File: config.mk
export PLATFORM = sky130hd
export DESIGN_NAME = seg_readback_flat
export DESIGN_NICKNAME = d
export VERILOG_FILES = /design/src/rtl/seg_pkg.sv /design/src/rtl/seg_readback_if.sv /design/src/rtl/seg7_inv_lut.sv /design/src/rtl/seg_readback.sv /design/src/flat_wrapper.sv
export SDC_FILE = /design/constraint.sdc
export NUM_CORES = 1
export LEC_CHECK = 0
export BUFFER_PORTS_ARGS = -buffer_cell sky130_fd_sc_hd__buf_2
export CELL_PAD_IN_SITES_DETAIL_PLACEMENT = 1
export CELL_PAD_IN_SITES_GLOBAL_PLACEMENT = 2
export CORE_MARGIN = 5
export CORE_UTILIZATION = 33
export DETAILED_ROUTE_END_ITERATION = 8
export GPL_ROUTABILITY_DRIVEN = 0
export GPL_TIMING_DRIVEN = 0
export PLACE_DENSITY_LB_ADDON = 0.1
export SLEW_MARGIN = 20
export SYNTH_ARGS = -nofsm -noshare
export SYNTH_HDL_FRONTEND = slang
export SYNTH_SLANG_ARGS = --single-unit
File: constraint.sdc
create_clock -name clk -period 2 [get_ports clk]
set_clock_uncertainty 0.05 [all_clocks]
set_input_delay 0.4 -clock clk [delete_from_list [all_inputs] [get_ports clk]]
set_output_delay 0.4 -clock clk [all_outputs]
set_load 0.05 [all_outputs]
File: src/rtl/seg_pkg.sv
// Shared seven-segment definitions: glyph table, bit positions, FSM state type
// and the forward encoder, so both ends of the link use one table.
package seg_pkg;

    localparam int unsigned SEG_A_BIT  = 0;
    localparam int unsigned SEG_B_BIT  = 1;
    localparam int unsigned SEG_C_BIT  = 2;
    localparam int unsigned SEG_D_BIT  = 3;
    localparam int unsigned SEG_E_BIT  = 4;
    localparam int unsigned SEG_F_BIT  = 5;
    localparam int unsigned SEG_G_BIT  = 6;
    localparam int unsigned SEG_DP_BIT = 7;
    localparam int unsigned SEG_SEL_LSB = 8;
    localparam int unsigned SEG_SEL_MSB = 11;

    localparam int unsigned SEG_BUS_W = 12;

    localparam logic [6:0] SEG_BLANK = 7'h7F;

    // Active-high G..A pattern for each nibble value, entry [n] is glyph n.
    localparam logic [15:0][6:0] SEG_GLYPH = {
        7'h71, 7'h79, 7'h5E, 7'h39, 7'h7C, 7'h77, 7'h6F, 7'h7F,
        7'h07, 7'h7D, 7'h6D, 7'h66, 7'h4F, 7'h5B, 7'h06, 7'h3F
    };

    typedef enum logic [1:0] {
        StDone   = 2'd0,
        StSettle = 2'd1,
        StEmit   = 2'd2
    } seg_state_e;

    // Forward encoder: nibble, decimal point and select field to active-low bus.
    function automatic logic [SEG_BUS_W-1:0] seg_encode(input logic [3:0] nibble,
                                                         input logic       dp,
                                                         input logic [3:0] sel_n);
        logic [SEG_BUS_W-1:0] bus;
        bus = '1;
        bus[SEG_G_BIT:SEG_A_BIT]     = ~SEG_GLYPH[nibble];
        bus[SEG_DP_BIT]              = ~dp;
        bus[SEG_SEL_MSB:SEG_SEL_LSB] = sel_n;
        return bus;
    endfunction

endpackage

File: src/rtl/seg_readback_if.sv
// Segment-bus input and decoded-result handshake of seg_readback.
interface seg_readback_if;
    import seg_pkg::*;

    logic [SEG_BUS_W-1:0] seg_in;
    logic                 out_valid;
    logic                 out_ready;
    logic [3:0]           out_nibble;
    logic                 out_dp;
    logic [3:0]           out_sel;
    logic                 out_err;
    logic [7:0]           err_count;

    modport slave (
        input  seg_in,
        input  out_ready,
        output out_valid,
        output out_nibble,
        output out_dp,
        output out_sel,
        output out_err,
        output err_count
    );

    modport master (
        output seg_in,
        output out_ready,
        input  out_valid,
        input  out_nibble,
        input  out_dp,
        input  out_sel,
        input  out_err,
        input  err_count
    );

endinterface

File: src/rtl/seg7_inv_lut.sv
// Inverse glyph lookup: active-high G..A segments to {hit, nibble}.
module seg7_inv_lut
    import seg_pkg::*;
(
    input  logic [6:0] i_seg,
    output logic       o_hit,
    output logic [3:0] o_nibble
);

    always_comb begin
        o_hit    = 1'b0;
        o_nibble = 4'h0;
        for (int i = 0; i < 16; i++) begin
            if (i_seg == SEG_GLYPH[i]) begin
                o_hit    = 1'b1;
                o_nibble = 4'(i);
            end
        end
    end

endmodule

File: src/rtl/seg_readback.sv
// Samples an active-low segment bus, waits for a stable pattern, decodes it once
// and hands the result out over valid/ready, counting unrecognised glyphs.
module seg_readback
    import seg_pkg::*;
#(
    parameter int unsigned STABLE_CYCLES = 4
) (
    input  logic           clk,
    input  logic           rst,
    seg_readback_if.slave  bus
);

    localparam logic [7:0] CntMax = 8'(STABLE_CYCLES - 1);

    seg_state_e           r_state;
    seg_state_e           w_state_d;
    logic [SEG_BUS_W-1:0] r_seg_q;
    logic [7:0]           r_cnt;
    logic                 r_chg;

    logic                 r_valid;
    logic [3:0]           r_nibble;
    logic                 r_dp;
    logic [3:0]           r_sel;
    logic                 r_err;
    logic [7:0]           r_err_count;

    logic                 w_diff;
    logic                 w_settled;
    logic                 w_blank;
    logic                 w_accept;
    logic                 w_load;
    logic                 w_hit;
    logic [3:0]           w_lut_nibble;
    logic [6:0]           w_seg_ah;

    assign w_seg_ah  = ~r_seg_q[SEG_G_BIT:SEG_A_BIT];
    assign w_diff    = (bus.seg_in != r_seg_q);
    assign w_settled = !w_diff && (r_cnt == CntMax);
    assign w_blank   = (r_seg_q[SEG_G_BIT:SEG_A_BIT] == SEG_BLANK);
    assign w_accept  = r_valid && bus.out_ready;

    seg7_inv_lut u_lut (
        .i_seg    (w_seg_ah),
        .o_hit    (w_hit),
        .o_nibble (w_lut_nibble)
    );

    always_comb begin
        w_state_d = r_state;
        w_load    = 1'b0;
        unique case (r_state)
            StDone: begin
                if (w_diff) begin
                    w_state_d = StSettle;
                end
            end
            StSettle: begin
                if (w_settled) begin
                    if (w_blank) begin
                        w_state_d = StDone;
                    end else begin
                        w_load    = 1'b1;
                        w_state_d = StEmit;
                    end
                end
            end
            StEmit: begin
                // A change seen while stalled (or on the accept cycle itself) is re-evaluated.
                if (w_accept) begin
                    w_state_d = (r_chg || w_diff) ? StSettle : StDone;
                end
            end
            default: w_state_d = StDone;
        endcase
    end

    always_ff @(posedge clk or posedge rst) begin
        if (rst) begin
            r_state <= StDone;
            r_seg_q <= '1;
            r_cnt   <= 8'd0;
            r_chg   <= 1'b0;
        end else begin
            r_state <= w_state_d;
            r_seg_q <= bus.seg_in;
            if (w_diff) begin
                r_cnt <= 8'd0;
            end else if (r_cnt != CntMax) begin
                r_cnt <= r_cnt + 8'd1;
            end
            if (r_state == StEmit && !w_accept) begin
                r_chg <= r_chg | w_diff;
            end else begin
                r_chg <= 1'b0;
            end
        end
    end

    always_ff @(posedge clk or posedge rst) begin
        if (rst) begin
            r_valid     <= 1'b0;
            r_nibble    <= 4'h0;
            r_dp        <= 1'b0;
            r_sel       <= 4'h0;
            r_err       <= 1'b0;
            r_err_count <= 8'd0;
        end else begin
            if (w_load) begin
                r_valid  <= 1'b1;
                r_nibble <= w_hit ? w_lut_nibble : 4'h0;
                r_dp     <= ~r_seg_q[SEG_DP_BIT];
                r_sel    <= r_seg_q[SEG_SEL_MSB:SEG_SEL_LSB];
                r_err    <= ~w_hit;
                if (!w_hit && r_err_count != 8'hFF) begin
                    r_err_count <= r_err_count + 8'd1;
                end
            end else if (r_state == StEmit && w_accept) begin
                r_valid <= 1'b0;
            end
        end
    end

    assign bus.out_valid  = r_valid;
    assign bus.out_nibble = r_nibble;
    assign bus.out_dp     = r_dp;
    assign bus.out_sel    = r_sel;
    assign bus.out_err    = r_err;
    assign bus.err_count  = r_err_count;

endmodule

File: src/flat_wrapper.sv
// flat-port wrapper written by rule: the top's interface ports become plain ports
module seg_readback_flat import seg_pkg::*;
#(
    parameter int unsigned STABLE_CYCLES = 4
)
  (clk, rst, bus_seg_in, bus_out_ready, bus_out_valid, bus_out_nibble, bus_out_dp, bus_out_sel, bus_out_err, bus_err_count);
  seg_readback_if bus_i ();
  input  logic clk;
  input  logic rst;
  input wire logic [$bits(bus_i.seg_in)-1:0] bus_seg_in;
  input wire logic [$bits(bus_i.out_ready)-1:0] bus_out_ready;
  output wire logic [$bits(bus_i.out_valid)-1:0] bus_out_valid;
  output wire logic [$bits(bus_i.out_nibble)-1:0] bus_out_nibble;
  output wire logic [$bits(bus_i.out_dp)-1:0] bus_out_dp;
  output wire logic [$bits(bus_i.out_sel)-1:0] bus_out_sel;
  output wire logic [$bits(bus_i.out_err)-1:0] bus_out_err;
  output wire logic [$bits(bus_i.err_count)-1:0] bus_err_count;
  assign bus_i.seg_in = bus_seg_in;
  assign bus_i.out_ready = bus_out_ready;
  assign bus_out_valid = bus_i.out_valid;
  assign bus_out_nibble = bus_i.out_nibble;
  assign bus_out_dp = bus_i.out_dp;
  assign bus_out_sel = bus_i.out_sel;
  assign bus_out_err = bus_i.out_err;
  assign bus_err_count = bus_i.err_count;
  seg_readback #(.STABLE_CYCLES(STABLE_CYCLES)) u_core (.clk(clk), .rst(rst), .bus(bus_i));
endmodule
======== Word-level counts from Yosys, hierarchy flattened ========
Index checks and enable logic that the tools add are counted.
Widths: inputs -> output; s select.
operators by class
  reduce and logical (&&, ||, !) cells .... 14
  bitwise operators ....................... 4
  multiplexer cells ....................... 46
  $add $sub $neg .......................... 2
  eq/ne operators ......................... 26
operator list
  operator             count
  $eq 7x7->1 const B   13
  $mux 4               15
  $mux 1               24
  $add 8x1->8 const B  2
  $mux 8               2
  $eq 7x3->1 const B   2
  $eq 7x6->1 const B   2
  $ne 12x12->1         1
  $eq 8x2->1 const B   1
  $mux 2               4
  $ne 8x2->1 const B   1
  $ne 8x8->1 const B   1
  $not 7->7            1
  $ne 2x1->1 const B   3
  $pmux 2 s3           1
  $logic_and 1x1->1    5
  $reduce_bool 2->1    2
  $logic_not 1->1      3
  $reduce_and 3->1     1
  $eq 2x1->1 const B   1
  $eq 2x2->1 const B   1
  $logic_not 2->1      1
  $not 1->1            2
  $reduce_and 2->1     1
  other kinds (2)      2
word-level totals
  bits of input ports ..................... 15
  output and inout bits ................... 19
  word-level logic and storage cells ...... 102
  register bits after elaboration ......... 42

======== Longest topological paths before layout ========
Gate-level depths: netlist of run 1.
  word-level depth ........................ 21
  depth in mapped cells ................... 9
  mapped depth without buffers ............ 6

======== By module ========
Synthesis of run 1 repeated with hierarchy kept, for this count alone.
unflattened totals
  cell total of the unflattened synthesis .. 218
  area, all modules ....................... 2233.4 sq um
by module, submodules not included
  module        cells an instance  times used  area each (sq um)  seq. area each (sq um)
  seg_readback  165                1           1873.0             1066.0
  seg7_inv_lut  53                 1           360.3              0.0

======== Least setup slack after synthesis of run 1 ========
Ideal clock, no wire load.
  path kind ............................... register to register
  start ................................... register u_core.r_seg_q[3]
  end ..................................... register u_core.r_err_count[1], in the netlist u_core.bus.err_count[1]
  setup time .............................. 0.125 ns
  stages on the path, launching flop included .. 8
  required time ........................... 1.825 ns
  path buffers ............................ 1
  path slack .............................. -0.241 ns
  arrival time ............................ 2.066 ns
  period minus slack after synthesis ...... 2.241 ns
  cell sequence ........................... dfstp_2 > clkbuf_8 > and3b_2 > o211ai_2 > nand3_2 > nor4_4 > and3_4 > mux2_4
on the way
  cells in the longest elaborated chain, start to end .. 21
  elaborated cells between the ends (all ways) .. 43
  classes of those cells .................. 18 x eq/ne; 19 x mux; 1 x bitwise; 5 x reduce/logical
ends and longest elaborated chain
  what                          RTL line             source
  start, declared               seg_readback.sv:17   logic [SEG_BUS_W-1:0] r_seg_q;
  start signal, assigned        seg_readback.sv:86   r_seg_q <= bus.seg_in;
  $not 7->7                     seg_readback.sv:37   assign w_seg_ah = ~r_seg_q[SEG_G_BIT:SEG_A_BIT];
  $eq 7x6->1                    seg7_inv_lut.sv:14   if (i_seg == SEG_GLYPH[i]) begin
  $mux 1 (16 in series)         seg7_inv_lut.sv:14
  $logic_not 1->1               seg_readback.sv:115  if (!w_hit && r_err_count != 8'hFF) begin
  $logic_and 1x1->1             seg_readback.sv:115
  $reduce_and 2->1 (no line) *  --
  end signal, assigned          seg_readback.sv:116  r_err_count <= r_err_count + 8'd1;
  end, declared                 seg_readback.sv:26   logic [7:0] r_err_count;
Every way passes the cells marked *; elsewhere a longest branch is shown, timed or not.
A chain may end at the register's enable or synchronous reset.

======== Worst setup path after layout of run 1 ========
  start ................................... register u_core.r_seg_q[0]
  end ..................................... register u_core.r_err_count[1], in the netlist u_core.bus.err_count[1]
Same word-level chain as after synthesis.

==> impl_metrics.py, run 1 <==
metrics = {
    "hold_path": {
        "worst_hold_startpoint": "bus_seg_in[10]",
        "worst_hold_path_depth": 1,
        "worst_hold_path_type": "in -> reg",
        "hold-path-endpoint": "u_core.r_seg_q[10]$_DFF_PP1_",
    },
    "die": {
        "cell_row_count": 29,
        "die_boundary_height_um": 91.5,
        "fp.dieW_um": 91.5,
        "fp.dieArea_um2": 8370,
        "initial_core_util": 0.341,
        "top_level_ports": 34,
        "core_area_um2": 6420,
    },
    "global_routing": {
        "grt_pass1_wl_mm": 9.06,
        "gr-total-overflow": 0,
        "grt_antenna_before_repair": 0,
        "grtUsageTotal": 0.132,
        "grt_start_max_net_pins": 33,
        "grt_pass1_vias": 1817,
    },
    "sta": {
        "unrepaired_setup_endpoints_after_global_routing": "yes",
        "clock.fmax_mhz": 456,
        "timing.slew.headroom": 0.758,
        "slew_viol_final": 0,
        "timing_worst_slew_pin_value_ps": 360,
        "shortest_period_the_worst_path_allows_ps": 2190,
        "hold_viol_final": 0,
        "final.setup.tns_ps": -2010,
        "final_critical_path_setup_slack_ps": -192,
        "finalHoldWorstSlack_ps": 168,
        "fin_crit_sh": 1.10,
        "setup_viol": 20,
    },
    "worst_setup_path": {
        "reg2reg_from": "u_core.r_seg_q[0]$_DFF_PP1_",
        "timing.reg2reg.worst_path_depth": 7,
        "worst-setup-path-type": "reg -> reg",
        "required_ps": 2130,
        "crit_arrival_ps": 2330,
        "critPathCaptureType": "flip-flop",
        "worstPathMaxFanout": 4,
        "regToRegSetupSlack_ps": -190,
        "endpoint_of_the_worst_slack_reg_to_reg_timing_path": "u_core.bus.err_count[1]$_DFFE_PP0P_",
        "element_type_at_the_critical_path_start": "flip-flop",
    },
    "layout": {
        "antenna_cells": 0,
        "fillerInstances": 718,
        "final_cells": 348,
        "area_growth_syn_to_layout_pct": 32.1,
        "final_layout_size_suffix_gt1_frac": 0.443,
        "final_net_count": 287,
    },
    "power_and_ir_drop": {
        "power.ir.vdd_worst_uv": 253,
        "leakage_uw": 0.00136,
        "finalPower_uw": 1740,
        "power-per-cell-area_nw_per_um2": 599,
    },
    "synthesis": {
        "postSynthRegisterBits": 42,
        "yosysWarningCount": 0,
        "edff_count_synth": 0,
        "syn-mean-instance-area_um2": 10.7,
        "synth_largest_type_area_fraction": 0.342,
        "part_of_the_yosys_area_used_for_sequential_elements": 0.486,
        "post_synth_main_area_contributors": "dfrtp_1, dfstp_2, xor2_1, nand2_1, xnor2_1",
        "synthDominantAreaCellType": "dfrtp_1",
        "post_synth_arst_share": 1.00,
        "syn-instance-count": 205,
        "post_synthesis_cell_type_count": 53,
        "synthFlopType": "dfrtp_1",
        "mappedNetlistNets": 222,
        "synth_area_um2": 2190,
    },
    "clocking": {
        "cts_buffers": 5,
        "clock_slew_at_the_register_clock_pins_of_the_worst_setup_and_hold_paths_ps": 80,
        "worst_skew_pair.late_latency_ps": 290,
        "h-tree-depth": 2,
        "clock_tree.root_cell": "clkbuf_8",
        "tritoncts_clock_tree": "yes",
        "cts.sink_count": 42,
        "clock_tree.buffer_depth": 2,
    },
    "drt": {
        "antenna_violating_nets_post_route": 0,
        "detail_route.wirelength_mm": 5.59,
        "drt_pass1_iterations": 4,
        "via_density": 5.05,
        "routed_wire_length_per_instance_um": 16.1,
        "drc_errors": 0,
        "detailedRoute.firstIterationViolations": 36,
        "vias": 1756,
    },
    "status": {
        "violated_checks": "setup timing",
        "status": "complete, but fails checks",
    },
    "placed_design": {
        "placed_insts": 316,
        "place_worst_setup_slack_ps": -458,
        "post-dp-hpwl_mm": 3.70,
        "placement.io_buffers": 33,
    },
    "flow_run": {
        "cap_violations": 0,
    },
}
synthesized netlist by cell type, drive strengths merged (5+ instances only):
library cell  instances
dfrtp                30
nand2                25
xor2                 19
nor2                 16
dfstp                12
nand3                10
nor4                 10
buf                   9
and3                  8
xnor2                 8
nand4                 6
nor3                  5
report_power, final:
| group | leakage, µW | total [µW] | switching, µW | internal, µW |
|---|---|---|---|---|
| logic | 0.000770 | 188 | 102 | 85.6 |
| clock network | 0.0000514 | 668 | 295 | 373 |
| registers | 0.000539 | 881 | 9.81 | 871 |
| total | 0.00136 | 1740 | 407 | 1330 |
kinds of logic after synthesis:
logic type               count (synthesis)  share of synthesized area
flip-flops                              42                      0.486
adder cells (fa/ha/maj)                  3                     0.0160
buffers and inverters                   13                     0.0468
multiplexers                             3                     0.0166
AO/OA/AOI/OAI                           18                     0.0634
AND/OR/NAND/NOR                         99                      0.263
XOR/XNOR                                27                      0.108
sequential cells by signal (all words and copies together) (netlist names):
signal and cells:
u_core.r_seg_q 12, u_core.bus.err_count 8, u_core.r_cnt 8, u_core.bus.out_nibble 4, u_core.bus.out_sel 4, u_core.r_state 2, u_core.bus.out_dp 1, u_core.bus.out_err 1
u_core.bus.out_valid 1, u_core.r_chg 1
final cells by class:
type | instances | area [µm²] | area share
inverter | 2 | 7.51 | 0.00259
timing repair buffer | 58 | 372 | 0.128
sequential | 42 | 1070 | 0.368
buffer | 11 | 135 | 0.0467
clock buffer | 6 | 72.6 | 0.0251
multi-input combinational | 150 | 1110 | 0.383
clock inverter | 2 | 37.5 | 0.0130
tap | 77 | 96.3 | 0.0333
through the flow:
step | utilization | cell area, µm²
floorplan | - | 2200
global placement | 0.384 | 2460
detailed placement | 0.387 | 2480
CTS | 0.426 | 2740
global route | 0.451 | 2900
finish | 0.451 | 2900
worst max-delay path: stages (launching register included):
cell and delay [ps]:
dfstp_2 570, buf_4 120, nand2_2 50, or4_4 430
a211oi_4 300, nor4_4 90, and3_4 180, mux2_4 290
layout by cell type, fill, tap and decap left out, types with 2 or more instances in the layout:
cell type,count
or4_1,2
nor3_1,4
nor4_1,4
nor4_4,3
dfstp_2,12
nand2b_1,4
a21oi_1,2
o21ai_1,2
nand3_1,6
nand3_2,4
buf_6,7
or3_4,2
clkbuf_8,5
nor4_2,3
o32ai_1,2
and3_1,7
dfrtp_1,29
buf_2,33
xor2_2,2
buf_8,4
xnor2_1,8
nand4_1,6
nor2_1,15
and2_1,3
nand2_2,2
a21oi_2,2
buf_4,22
xor2_1,17
ha_1,2
nand2_1,23
worst max path at each step:
stage,start,endpoint
2_1_floorplan,u_core.r_seg_q[4]$_DFF_PP1_,u_core.bus.err_count[1]$_DFFE_PP0P_
3_3_place_gp,u_core.r_seg_q[3]$_DFF_PP1_,u_core.bus.err_count[1]$_DFFE_PP0P_
3_5_place_dp,u_core.r_seg_q[3]$_DFF_PP1_,u_core.bus.err_count[1]$_DFFE_PP0P_
4_1_cts,u_core.r_seg_q[3]$_DFF_PP1_,u_core.bus.err_count[1]$_DFFE_PP0P_
5_1_grt,u_core.r_cnt[0]$_DFFE_PP0P_,u_core.bus.err_count[4]$_DFFE_PP0P_
6_report,u_core.r_seg_q[0]$_DFF_PP1_,u_core.bus.err_count[1]$_DFFE_PP0P_
layer usage:
metal  vias up  track usage  part of all wire
li1        844            -                 -
met1       887        0.180              0.48
met2        21        0.209              0.47
met3         4       0.0339             0.033
met4         0       0.0364            0.0080
met5         -            0                 0
repair_timing:
action                                  in CTS  in global routing
endpoints found under the hold margin        8                  0
gates cloned                                 0                  1
pin swaps                                   11                  7
buffers inserted                            12                 10
hold buffers                                 1                  0
endpoints found under the setup margin      22                 21
gates resized for setup                     11                 18
Note: power is estimated with default switching activity, not from simulation.
==> run 2: changes to the inputs <==
Settings changed: REMOVE_ABC_BUFFERS set to 1.
==> impl_metrics.py, run 2 (same netlist as run 1, synthesis figures left out) <==
metrics = {
    "status": {
        "status": "complete, but fails checks",
        "violated_checks": "setup timing",
    },
    "layout": {
        "area_growth_syn_to_layout_pct": 41.7,
        "antenna_cells": 0,
        "final_common_cell": "buf_2",
        "final_net_count": 295,
        "commonest_cells_after_routing_fill_and_taps_aside": "buf_2, dfrtp_1, buf_4, xor2_1",
        "largest_register_ffs": 12,
        "utilization": 0.484,
        "final_layout_size_suffix_gt1_frac": 0.538,
        "top_register": "u_core.r_seg_q",
    },
    "hold_path": {
        "worst_hold_path_depth": 1,
        "worst_hold_path_type": "in -> reg",
    },
    "sta": {
        "unrepaired_setup_endpoints_after_global_routing": "yes",
        "final.setup.tns_ps": -1730,
        "fin_crit_sh": 1.08,
        "hold_viol_final": 0,
        "timing.slew.headroom": 0.713,
        "timing_worst_slew_pin_value_ps": 427,
        "shortest_period_the_worst_path_allows_ps": 2170,
        "slew_viol_final": 0,
        "clock.fmax_mhz": 462,
        "setup_viol": 19,
        "final_critical_path_setup_slack_ps": -165,
    },
    "global_routing": {
        "grt_pass1_wl_mm": 10.6,
        "grtUsageTotal": 0.155,
        "grt_antenna_before_repair": 0,
        "grt_pass1_vias": 2081,
        "gr-total-overflow": 0,
        "grt_start_max_net_pins": 31,
    },
    "worst_setup_path": {
        "critPathCaptureType": "flip-flop",
        "crit_arrival_ps": 2310,
        "required_ps": 2140,
        "timing.reg2reg.worst_path_depth": 7,
        "worstPathMaxFanout": 6,
        "worst-setup-path-type": "reg -> reg",
        "element_type_at_the_critical_path_start": "flip-flop",
    },
    "clocking": {
        "clock_tree.buffer_depth": 2,
        "clock_slew_at_the_register_clock_pins_of_the_worst_setup_and_hold_paths_ps": 90,
        "tritoncts_clock_tree": "yes",
        "cts_buffers": 5,
        "clock_tree.root_cell": "clkbuf_8",
        "worst_skew_pair.late_latency_ps": 300,
        "cts.sink_count": 42,
        "h-tree-depth": 2,
    },
    "die": {
        "initial_core_util": 0.341,
        "core_area_um2": 6420,
        "die_boundary_height_um": 91.5,
        "fp.dieArea_um2": 8370,
        "fp.dieW_um": 91.5,
        "top_level_ports": 34,
        "cell_row_count": 29,
    },
    "drt": {
        "antenna_violating_nets_post_route": 0,
        "detail_route.wirelength_mm": 6.21,
        "vias": 1822,
        "drc_errors": 0,
        "drt_pass1_iterations": 4,
        "via_density": 5.12,
        "detailedRoute.firstIterationViolations": 43,
        "routed_wire_length_per_instance_um": 17.4,
    },
    "power_and_ir_drop": {
        "leakage_uw": 0.00144,
        "power.ir.vdd_worst_uv": 428,
        "power-per-cell-area_nw_per_um2": 567,
    },
    "placed_design": {
        "placement.io_buffers": 33,
        "post-dp-hpwl_mm": 3.78,
    },
    "flow_run": {
        "cap_violations": 0,
    },
}
## run 2: final cells by class
type,instances,area [µm²]
multi-input combinational,151,1240
tap,77,96.3
inverter,2,7.51
fill,693,3320
timing repair buffer,76,577
clock inverter,2,37.5
clock buffer,6,72.6
sequential,42,1070
## run 2: final timing paths
| path | from | endpoint | slack (ps) |
|---|---|---|---|
| min reg2reg | u_core.bus.out_sel[3]$_DFFE_PP0P_ | u_core.bus.out_sel[3]$_DFFE_PP0P_ | 440 |
| max in group asynchronous | rst | u_core.r_seg_q[5]$_DFF_PP1_ | 820 |
| max reg2reg | u_core.r_seg_q[5]$_DFF_PP1_ | u_core.bus.err_count[1]$_DFFE_PP0P_ | -170 |
| max | u_core.r_seg_q[5]$_DFF_PP1_ | u_core.bus.err_count[1]$_DFFE_PP0P_ | -170 |
| min | bus_seg_in[11] | u_core.r_seg_q[11]$_DFF_PP1_ | 160 |
| min in group asynchronous | rst | u_core.bus.err_count[0]$_DFFE_PP0P_ | 540 |
## run 2: worst max-delay path, stage by stage (launching register included)
cell	delay, ps
dfstp_2	410
buf_6	140
or3_4	380
or4_4	450
nand3_4	100
nor4_4	50
and3_4	200
mux2_4	290
## run 2: power breakdown
part / switching [µW] / leakage (µW) / internal, µW
Sequential: 19.5 / 0.000541 / 872
Clock: 302 / 0.0000514 / 373
Combinational: 99.9 / 0.000843 / 95.4
Total: 422 / 0.00144 / 1340
## run 2: layer usage
| metal | vias to the layer above | share of wire | wire (µm) | global-route usage |
|---|---|---|---|---|
| met1 | 922 | 0.44 | 2740 | 0.198 |
| met4 | 0 | 0.015 | 96 | 0.0402 |
| met5 | - | 0 | 0 | 0 |
| met2 | 30 | 0.51 | 3140 | 0.264 |
| li1 | 861 | - | - | - |
| met3 | 9 | 0.036 | 225 | 0.0339 |
## run 2: timing repair
| item | in CTS | in global routing |
|---|---|---|
| gates cloned | 1 | 0 |
| setup buffers | 39 | 2 |
| hold buffers | 1 | 0 |
| endpoints found under the hold margin | 6 | 0 |
| resized for setup | 34 | 28 |
| pin swaps | 22 | 13 |
| endpoints found under the setup margin | 22 | 20 |
## run 2: stage by stage
step	cell area (µm²)	hold slack, ps	total power [µW]	setup slack (ps)	cells
finish	3110	163	1760	-165	356
global route	3110	144	1850	-228	356
CTS	2980	148	1770	-112	354
detailed placement	2380	322	1020	-723	305
global placement	2360	404	1010	-1140	304
floorplan	2100	354	971	-350	194
==> run 3: changes to the inputs <==
Settings changed: RECOVER_POWER set to 25, TNS_END_PERCENT set to 30.
==> impl_metrics.py, run 3 (same netlist as run 1, synthesis figures left out) <==
metrics = {
    "power_and_ir_drop": {
        "power-per-cell-area_nw_per_um2": 594,
        "finalPower_uw": 1750,
        "leakage_uw": 0.00135,
        "power.ir.vdd_worst_uv": 443,
    },
    "drt": {
        "antenna_violating_nets_post_route": 0,
        "drt_pass1_iterations": 4,
        "routed_wire_length_per_instance_um": 17.0,
        "via_density": 5.08,
        "route.met2.wl_mm": 2.94,
        "vias": 1788,
        "wl_met3_um": 237,
        "detail_route.wirelength_mm": 5.97,
        "wl_met1_mm": 2.70,
        "maxUsedRoutingLayer": "met4",
        "drc_errors": 0,
        "detailedRoute.firstIterationViolations": 65,
    },
    "hold_path": {
        "worst_hold_path_type": "in -> reg",
    },
    "clocking": {
        "cts.sink_count": 42,
        "tritoncts_clock_tree": "yes",
        "cts_buffers": 5,
        "clock_tree.buffer_depth": 2,
        "worst_skew_pair.late_latency_ps": 300,
        "clock_tree.root_cell": "clkbuf_8",
        "clock_slew_at_the_register_clock_pins_of_the_worst_setup_and_hold_paths_ps": 90,
        "h-tree-depth": 2,
    },
    "layout": {
        "final_layout_size_suffix_gt1_frac": 0.407,
        "antenna_cells": 0,
        "fillerInstances": 714,
        "commonest_cells_after_routing_fill_and_taps_aside": "dfrtp_1, buf_4, nand2_1, buf_2, xor2_1",
        "final_common_cell": "dfrtp_1",
        "largest_register_ffs": 12,
        "area_growth_syn_to_layout_pct": 34.1,
        "final_net_count": 291,
        "utilization": 0.458,
        "top_register": "u_core.r_seg_q",
    },
    "worst_setup_path": {
        "family_with_the_most_delay_on_the_worst_path": "simple AND/OR/NAND/NOR gates",
        "critPathBufInv": 0,
        "element_type_at_the_critical_path_start": "flip-flop",
        "critPathCaptureType": "flip-flop",
        "critical_path.endpoint": "u_core.bus.err_count[1]$_DFFE_PP0P_",
        "crit_arrival_ps": 2320,
        "max_stage_delay_ps": 610,
        "required_ps": 2140,
        "endpoint_of_the_worst_slack_reg_to_reg_timing_path": "u_core.bus.err_count[1]$_DFFE_PP0P_",
        "timing.reg2reg.worst_path_depth": 6,
        "worst-setup-path-type": "reg -> reg",
        "critical_path_cell_count": 6,
        "crit_slowest_cell": "dfstp_2",
        "worstPathMaxFanout": 4,
        "crit_path_start": "u_core.r_seg_q[0]$_DFF_PP1_",
        "reg2reg_from": "u_core.r_seg_q[0]$_DFF_PP1_",
        "path_cells": "nand2_2 > or4_4 > a211oi_4 > nor4_4 > and3_4 > mux2_4",
        "regToRegSetupSlack_ps": -170,
    },
    "die": {
        "initial_core_util": 0.341,
        "core_area_um2": 6420,
        "top_level_ports": 34,
        "fp.dieW_um": 91.5,
        "die_boundary_height_um": 91.5,
        "cell_row_count": 29,
        "fp.dieArea_um2": 8370,
    },
    "global_routing": {
        "grt_pass1_wl_mm": 9.81,
        "grt_start_max_net_pins": 31,
        "grtUsageTotal": 0.142,
        "grt_antenna_before_repair": 0,
        "gr-total-overflow": 0,
        "grt_pass1_vias": 1981,
    },
    "sta": {
        "final_critical_path_setup_slack_ps": -174,
        "unrepaired_setup_endpoints_after_global_routing": "yes",
        "fin_crit_sh": 1.09,
        "setup_viol": 9,
        "shortest_period_the_worst_path_allows_ps": 2170,
        "hold_viol_final": 0,
        "timing_worst_slew_pin_value_ps": 554,
        "timing.slew.headroom": 0.631,
        "clock.fmax_mhz": 460,
        "finalHoldWorstSlack_ps": 150,
        "slew_viol_final": 0,
    },
    "placed_design": {
        "placement.io_buffers": 33,
        "post-dp-hpwl_mm": 3.78,
    },
    "status": {
        "status": "complete, but fails checks",
        "violated_checks": "setup timing",
    },
    "flow_run": {
        "cap_violations": 0,
    },
}
## run 3: area by class of cell
class,count,area [µm²],area share
clock buffers,6,72.6,0.0247
clock inverters,2,37.5,0.0128
inverters,2,7.51,0.00255
multi-input cells,151,1150,0.391
flip-flops and latches,42,1070,0.364
well taps,77,96.3,0.0328
repair buffers,72,505,0.172
## run 3: power by group
part           switching (µW)  internal (µW)  leakage (µW)
Clock                     303            373     0.0000514
Sequential               18.3            872      0.000541
Combinational            94.3           85.0      0.000762
## run 3: worst min path at each step
stage / depth (start not counted) / to / start / slack, ps
floorplan: 0 / u_core.r_seg_q[0]$_DFF_PP1_ / bus_seg_in[0] / 350
global route: 1 / u_core.r_seg_q[7]$_DFF_PP1_ / bus_seg_in[7] / 140
finish: 1 / u_core.r_seg_q[0]$_DFF_PP1_ / bus_seg_in[0] / 150
global placement: 2 / u_core.bus.out_sel[3]$_DFFE_PP0P_ / u_core.bus.out_sel[3]$_DFFE_PP0P_ / 400
CTS: 1 / u_core.r_seg_q[11]$_DFF_PP1_ / bus_seg_in[11] / 150
detailed placement: 2 / u_core.bus.out_sel[0]$_DFFE_PP0P_ / rst / 320
## run 3: worst reg2reg max path: cells and delay by family, from the launching register on
kind            cells  cell delay [ps]
mux                 1              290
compound gates      1              320
simple gates        4              810
flops               1              610
## run 3: stage by stage
| step | TNS (ps) | worst slack [ps] | std cells | cell area [µm²] |
|---|---|---|---|---|
| 3_3_place_gp | -16030 | -1140 | 304 | 2360 |
| 6_report | -523 | -174 | 352 | 2940 |
| 2_1_floorplan | -4410 | -350 | 194 | 2100 |
| 3_5_place_dp | -12290 | -723 | 305 | 2380 |
| 5_1_grt | -1850 | -236 | 352 | 2940 |
| 4_1_cts | -621 | -151 | 342 | 2810 |
## run 3: what timing repair did
item                                    CTS  global route
endpoints found under the hold margin     6             0
endpoints found under the setup margin   22            19
gates cloned                              1             0
gates resized for setup                  17            14
hold buffers                              1             0
buffers inserted                         27            10
pin swaps                                 8             2
## run 3: layer usage
| layer | vias up | global-route usage |
|---|---|---|
| li1 | 847 | - |
| met1 | 897 | 0.184 |
| met2 | 35 | 0.240 |
| met3 | 9 | 0.0322 |
| met4 | 0 | 0.0339 |
| met5 | - | 0 |
